`config.mk`:
```
export PLATFORM = sky130hd
export DESIGN_NAME = axi_ar_arbiter
export DESIGN_NICKNAME = d
export VERILOG_FILES = /design/src/rtl/axi_arb_pkg.sv /design/src/rtl/axi_ar_arbiter_rr_pick.sv /design/src/rtl/axi_ar_arbiter.sv
export SDC_FILE = /design/constraint.sdc
export NUM_CORES = 1
export LEC_CHECK = 0
export CELL_PAD_IN_SITES_DETAIL_PLACEMENT = 1
export CELL_PAD_IN_SITES_GLOBAL_PLACEMENT = 1
export CORE_AREA = 5 5 42 44
export CTS_CLUSTER_DIAMETER = 100
export DETAILED_ROUTE_END_ITERATION = 6
export DIE_AREA = 0 0 47 49
export PLACE_DENSITY_LB_ADDON = 0.1
export REMOVE_ABC_BUFFERS = 1
export SYNTH_ARGS = -nofsm -noshare
export SYNTH_HDL_FRONTEND = slang
export SYNTH_SLANG_ARGS = --single-unit
```
`constraint.sdc`:
```
create_clock -name ACLK -period 3.3 [get_ports ACLK]
set_input_delay 0.66 -clock ACLK [delete_from_list [all_inputs] [get_ports ACLK]]
set_output_delay 0.66 -clock ACLK [all_outputs]
set_load 0.1 [all_outputs]
```
`src/rtl/axi_arb_pkg.sv`:
```
// axi_arb_pkg: shared FSM state type and pointer-width helper for the AXI arbiters
package axi_arb_pkg;
  typedef enum logic [1:0] {IDLE, ADDR, DATA} arb_state_t;
  function automatic int ptr_width(input int n);
    return (n < 2) ? 1 : $clog2(n);
  endfunction
endpackage

```
`src/rtl/axi_ar_arbiter_rr_pick.sv`:
```
// rr_pick: combinational round-robin picker
//   i_req  request vector, bit i = requester i
//   i_ptr  index where the scan starts (wraps at MasterCount-1 -> 0)
//   o_gnt  one-hot grant, zero when no request
//   o_idx  index of the granted requester
//   o_any  at least one request present
module rr_pick import axi_arb_pkg::*; #(
  parameter int MasterCount = 2,
  parameter int PtrW = ptr_width(MasterCount)
) (
  input  logic [MasterCount-1:0] i_req,
  input  logic [PtrW-1:0]        i_ptr,
  output logic [MasterCount-1:0] o_gnt,
  output logic [PtrW-1:0]        o_idx,
  output logic                   o_any
);
  logic [PtrW-1:0] w_j;
  // Scan from the farthest offset back to i_ptr so the nearest request wins.
  always_comb begin
    o_idx = '0;
    w_j = '0;
    for (int i = MasterCount - 1; i >= 0; i--) begin
      w_j = PtrW'((int'(i_ptr) + i) % MasterCount);
      if (i_req[w_j]) o_idx = w_j;
    end
  end
  assign o_any = |i_req;
  assign o_gnt = o_any ? (MasterCount'(1) << o_idx) : '0;
endmodule

```
`src/rtl/axi_ar_arbiter.sv`:
```
// axi_ar_arbiter: round-robin AR/R arbiter sharing one slave read port among masters
//   ACLK, ARESETn  clock, asynchronous active-low reset
//   ARVALID_in     per-master ARVALID
//   ARREADY_s      ARREADY from the selected slave
//   RVALID_s, RREADY_s, RLAST_s  R handshake of the granted burst
//   ARsel_out      one-hot AR grant, held while in ADDR
//   ARVALID_out    granted master's ARVALID, forwarded while in ADDR
//   RSEL_out       one-hot R route, held while in DATA
//   busy           high whenever a transaction is held
module axi_ar_arbiter import axi_arb_pkg::*; #(
  parameter int MasterCount = 2
) (
  input  logic                   ACLK,
  input  logic                   ARESETn,
  input  logic [MasterCount-1:0] ARVALID_in,
  input  logic                   ARREADY_s,
  input  logic                   RVALID_s,
  input  logic                   RREADY_s,
  input  logic                   RLAST_s,
  output logic [MasterCount-1:0] ARsel_out,
  output logic                   ARVALID_out,
  output logic [MasterCount-1:0] RSEL_out,
  output logic                   busy
);
  localparam int PtrW = ptr_width(MasterCount);
  arb_state_t r_state, w_next;
  logic [MasterCount-1:0] r_arsel, r_rsel, w_gnt;
  logic [PtrW-1:0] r_ptr, r_idx, w_idx;
  logic w_any, w_ar_hs, w_r_done;

  rr_pick #(.MasterCount(MasterCount), .PtrW(PtrW)) u_pick (
    .i_req(ARVALID_in),
    .i_ptr(r_ptr),
    .o_gnt(w_gnt),
    .o_idx(w_idx),
    .o_any(w_any)
  );

  always_ff @(posedge ACLK or negedge ARESETn)
    if (!ARESETn) r_state <= IDLE;
    else r_state <= w_next;

  // r_arsel is only nonzero in ADDR, so masking with it also masks by state.
  always_comb begin
    ARVALID_out = (r_state == ADDR) && |(ARVALID_in & r_arsel);
    w_ar_hs = ARVALID_out && ARREADY_s;
    w_r_done = (r_state == DATA) && RVALID_s && RREADY_s && RLAST_s;
    w_next = (r_state == IDLE && w_any) ? ADDR :
             w_ar_hs ? DATA :
             w_r_done ? IDLE : r_state;
  end

  always_ff @(posedge ACLK or negedge ARESETn)
    if (!ARESETn) begin
      r_arsel <= '0;
      r_rsel <= '0;
      r_ptr <= '0;
      r_idx <= '0;
    end else begin
      if (r_state == IDLE && w_any) begin
        r_arsel <= w_gnt;
        r_idx <= w_idx;
      end
      if (w_ar_hs) begin
        r_rsel <= r_arsel;
        r_arsel <= '0;
      end
      // The pointer advances past the served master only once its burst ends.
      if (w_r_done) begin
        r_rsel <= '0;
        r_ptr <= (r_idx == PtrW'(MasterCount - 1)) ? '0 : r_idx + 1'b1;
      end
    end

  assign ARsel_out = r_arsel;
  assign RSEL_out = r_rsel;
  assign busy = (r_state != IDLE);
endmodule

```
**Word level (Yosys, flattened, before mapping)**

Index checks and enable logic that the tools add are counted.

- Add/sub/neg operators: 2
- Order comparisons: 2
- Eq/ne operators: 2
- Shift-type cells: 1
- Muxes and demuxes: 15
- Bitwise gates (word level): 1
- Reductions and logical operators: 13

Operators with widths:

| operator | count |
|---|---|
| two-way mux 2 bit | 8 |
| two-way mux 1 bit | 7 |
| logical AND 1 bit | 6 |
| nonzero test 2 bit | 3 |
| < comparator 1 x 2 -> 1 bit, second input constant | 2 |
| OR reduction 2 bit | 2 |
| nonzero test 3 bit | 1 |
| adder 1 bit, second input constant | 2 |
| AND 2 bit | 1 |
| equality test 2 x 1 -> 1 bit, second input constant | 1 |
| equality test 2 bit, second input constant | 1 |
| zero test 2 bit | 1 |
| << shifter 1 x 1 -> 2 bit, first input constant | 1 |

- Bits in registers: 8
- Input bits: 8
- Output and inout bits: 6
- Logic and storage cells: 41

**Longest topological paths before layout**

- Depth after elaboration: 9
- Depth in mapped cells: 4
- Depth with buffers taken out: 3

**By module**

A second synthesis with hierarchy kept.

- Cell total of the unflattened synthesis: 36
- Area total of the unflattened synthesis: 405.4 sq um

By module, submodules not included:

| module | times used | cells each | area an instance (sq um) | seq. area each (sq um) |
|---|---|---|---|---|
| axi_ar_arbiter | 1 | 31 | 372.9 | 200.2 |
| rr_pick | 1 | 5 | 32.5 | 0.0 |

**Least setup slack after synthesis**

No wires, ideal clock.

- Path kind: register to output
- Start: reg r_arsel[0] (netlist: ARsel_out[0])
- End: out ARVALID_out
- Arrival time: 1.766 ns
- Required time: 2.640 ns
- Path slack: 0.874 ns
- Stages on the path, launching flop included: 3
- Buffers on the path: 0
- Path through: dfrtp_1 > a22o_1 > and3_2

- Longest elaborated chain between the ends: 3

RTL lines:

| item | line | RTL |
|---|---|---|
| start, declared | axi_ar_arbiter.sv:27 | `logic [MasterCount-1:0] r_arsel, r_rsel, w_gnt;` |
| start signal, assigned | axi_ar_arbiter.sv:61 | `r_arsel <= w_gnt;` |
| AND 2 bit | axi_ar_arbiter.sv:45 | `ARVALID_out = (r_state == ADDR) && \|(ARVALID_in & r_arsel);` |
| OR reduction 2 bit | axi_ar_arbiter.sv:45 |  |
| logical AND 1 bit | axi_ar_arbiter.sv:45 |  |
| end, declared | axi_ar_arbiter.sv:21 | `output logic ARVALID_out,` |

Every way passes these cells.

**Worst setup path after layout**

- Start: in ARVALID_in[0]
- End: out ARVALID_out

- Longest elaborated chain between the ends: 3

RTL lines:

| item | line | RTL |
|---|---|---|
| start, declared | axi_ar_arbiter.sv:15 | `input logic [MasterCount-1:0] ARVALID_in,` |
| AND 2 bit | axi_ar_arbiter.sv:45 |  |
| OR reduction 2 bit | axi_ar_arbiter.sv:45 |  |
| logical AND 1 bit | axi_ar_arbiter.sv:45 |  |

Every way passes these cells.

==> impl_metrics.ini <==
[status]
status = finished clean

[yosys]
ys_seq_area_share_pct = 50.63
netlist_area_um2 = 395.4
synthCells = 41
synth_area_leaders = dfrtp_1 51%, o21ai_0 7.6%, a21oi_1 5.1%
yosysWarnings = 0
synth_edf_count = 0
synth_flop_cell = dfrtp_1
yosysTopAreaCellShare_pct = 50.63
synthDominantAreaCellType = dfrtp_1
yosysUniqueCellTypes = 19
ys_ff_latch = 8
synth-async-reset-ratio_pct = 100.0
syn_area_per_cell_um2 = 9.643

[timing]
rsz0062_at_grt = false
final.setup.tns_ns = 0
max_freq_mhz = 401.1
worst_clock_skew_ns = 0.0003488
period_minus_slack_ns = 2.493
finalWorstSetupSlack_ns = 0.8070
drv_slew = 0
slew_headroom_pct = 74.39
setup_violations = 0
min_period_over_period_pct = 75.55
hold_viol = 0
worst_slew_pin_slew_ns = 0.3830
holdWs_ns = 0.4679

[worst_setup_path]
end_kind = output port
path_max_fanout = 6
r2r_end = ARsel_out[1]$_DFFE_PN0P_
start_kind = input pin
rrSetupSlack_ns = 2.12
reg2regPathDepth = 3
crit_start = ARVALID_in[0]
worstSetupPathType = in2out
crit_required_ns = 2.64
r2r_start = r_state[0]$_DFFE_PN0P_
cp.arrival_ns = 1.83

[detailed_routing]
vias_per_cell = 5.153
drc = 0
dr.pass1.iters = 2
vias = 371
antenna_left = 0
routed_wl_um = 1001
avgRoutedWirePerCell_um = 13.90
drt-initial-drc-count = 2

[place]
place_area_um2 = 531.8
place_congestion = 0.7505
port_buffers = 13
place_inst = 69
pre_cts_ws_ns = 0.7970
place_hpwl_um = 814.1

[clock_tree]
cts_max_level = 1
cts.clk_slew.worst_paths_ns = 0.06
clockBufferDepth = 2
cts_root_buf = clkbuf_4
cts_tree = done
postCtsResizedCells = 0
cts_hold_buffers = 0
cts_buffers = 3
post_cts_buffers = 0
clk_latency_ns = 0.25
clkSinkCount = 8

[global_route]
antenna_found_initial = 0
met1_usage_pct = 14.22
grt_usage_pct = 10.65
grt_overflow_total = 0
grt_use_met3_pct = 3.321
grt_max_degree = 11
met2_usage_pct = 14.93
grt_pass1_wl_um = 1759
grt_pass1_vias = 375
grt.busiest_layer = met2

[flow_run]
cap_violations = 0

[floorplan]
die_x_um = 47
die_h_um = 49
start_util_pct = 28.21
die_area_um2 = 2303
rows = 14
coreArea_um2 = 1401
ios = 14

[min_path]
holdCritStartpoint = r_idx$_DFFE_PN0P_
min_delay_worst_endpoint = r_ptr$_DFFE_PN0P_
min_path_type = reg2reg
worstHoldPathCells = 1

[finish]
fin_area_um2 = 554.3
diodes = 0
area_growth_pct = 40.19
stdcell_count = 72
nets = 66
drive_gt1_share_pct = 21.43

[power]
irDropWorstVdd_v = 0.0003472
powerDensity_nw_per_um2 = 1129
leakagePower_nw = 0.2388
==> metal layers <==
layer	part of all wire, %	vias to the layer above
met5	0	-
met2	47	9
met4	0.50	0
li1	-	179
met1	46	181
met3	6.3	2
==> cell type report <==
type	instances	area (um2)
multi-input combinational	30	176.4
inverter	2	7.507
sequential	8	200.2
tap	16	20.02
timing repair buffer	13	127.6
fill	174	847.1
clock buffer	3	22.52
==> Yosys cell counts (2+ instances only) <==
master	n
o21ai_0	6
nand3_1	3
a21oi_1	4
nand2_1	3
nor2_1	3
inv_1	2
dfrtp_1	8
==> worst max-delay path by stage <==
stage | cells after the start | end
5_1_grt | 4 | ARVALID_out
3_5_place_dp | 4 | ARVALID_out
3_3_place_gp | 4 | ARVALID_out
4_1_cts | 4 | ARVALID_out
6_report | 4 | ARVALID_out
2_1_floorplan | 2 | ARVALID_out
==> placed cells by master (no fill, tap or decap), types with 2 or more instances in the layout <==
cell type,instances
nand3_1,3
inv_1,2
nand2_1,3
nor2_1,3
clkdlybuf4s50_1,7
clkbuf_4,3
dfrtp_1,8
o21ai_0,6
a21oi_1,4
buf_4,5
==> critical path: stages <==
cell	delay, ns
clkdlybuf4s50_1	0.49
a22o_1	0.27
and3_2	0.24
buf_12	0.17
==> report_power, final <==
| group | internal, mW | switching (mW) | total (mW) |
|---|---|---|---|
| combinational | 0.0963 | 0.266 | 0.362 |
| clock | 0.0416 | 0.0331 | 0.0747 |
| sequential | 0.141 | 0.0481 | 0.189 |
| total | 0.279 | 0.347 | 0.626 |
==> per-stage QoR <==
stage                     util [%]  power [mW]
after floorplan                  -      0.4566
after global placement       37.95      0.5519
after detailed placement     37.95      0.5550
after CTS                    39.55      0.6308
after global routing         39.55      0.6626
final                        39.55      0.6256
==> state kept, by name, indices dropped and copies added (netlist names) <==
name / count
r_ptr: 1
r_state: 2
r_idx: 1
ARsel_out: 2
RSEL_out: 2
==> logic make-up after synthesis <==
kind of cell | Yosys count | share of synthesized area (%)
buf+inv | 3 | 4.747
compound gates | 14 | 21.52
flops | 8 | 50.63
simple gates | 16 | 23.10
No activity file was read; power rests on OpenSTA's default activity.
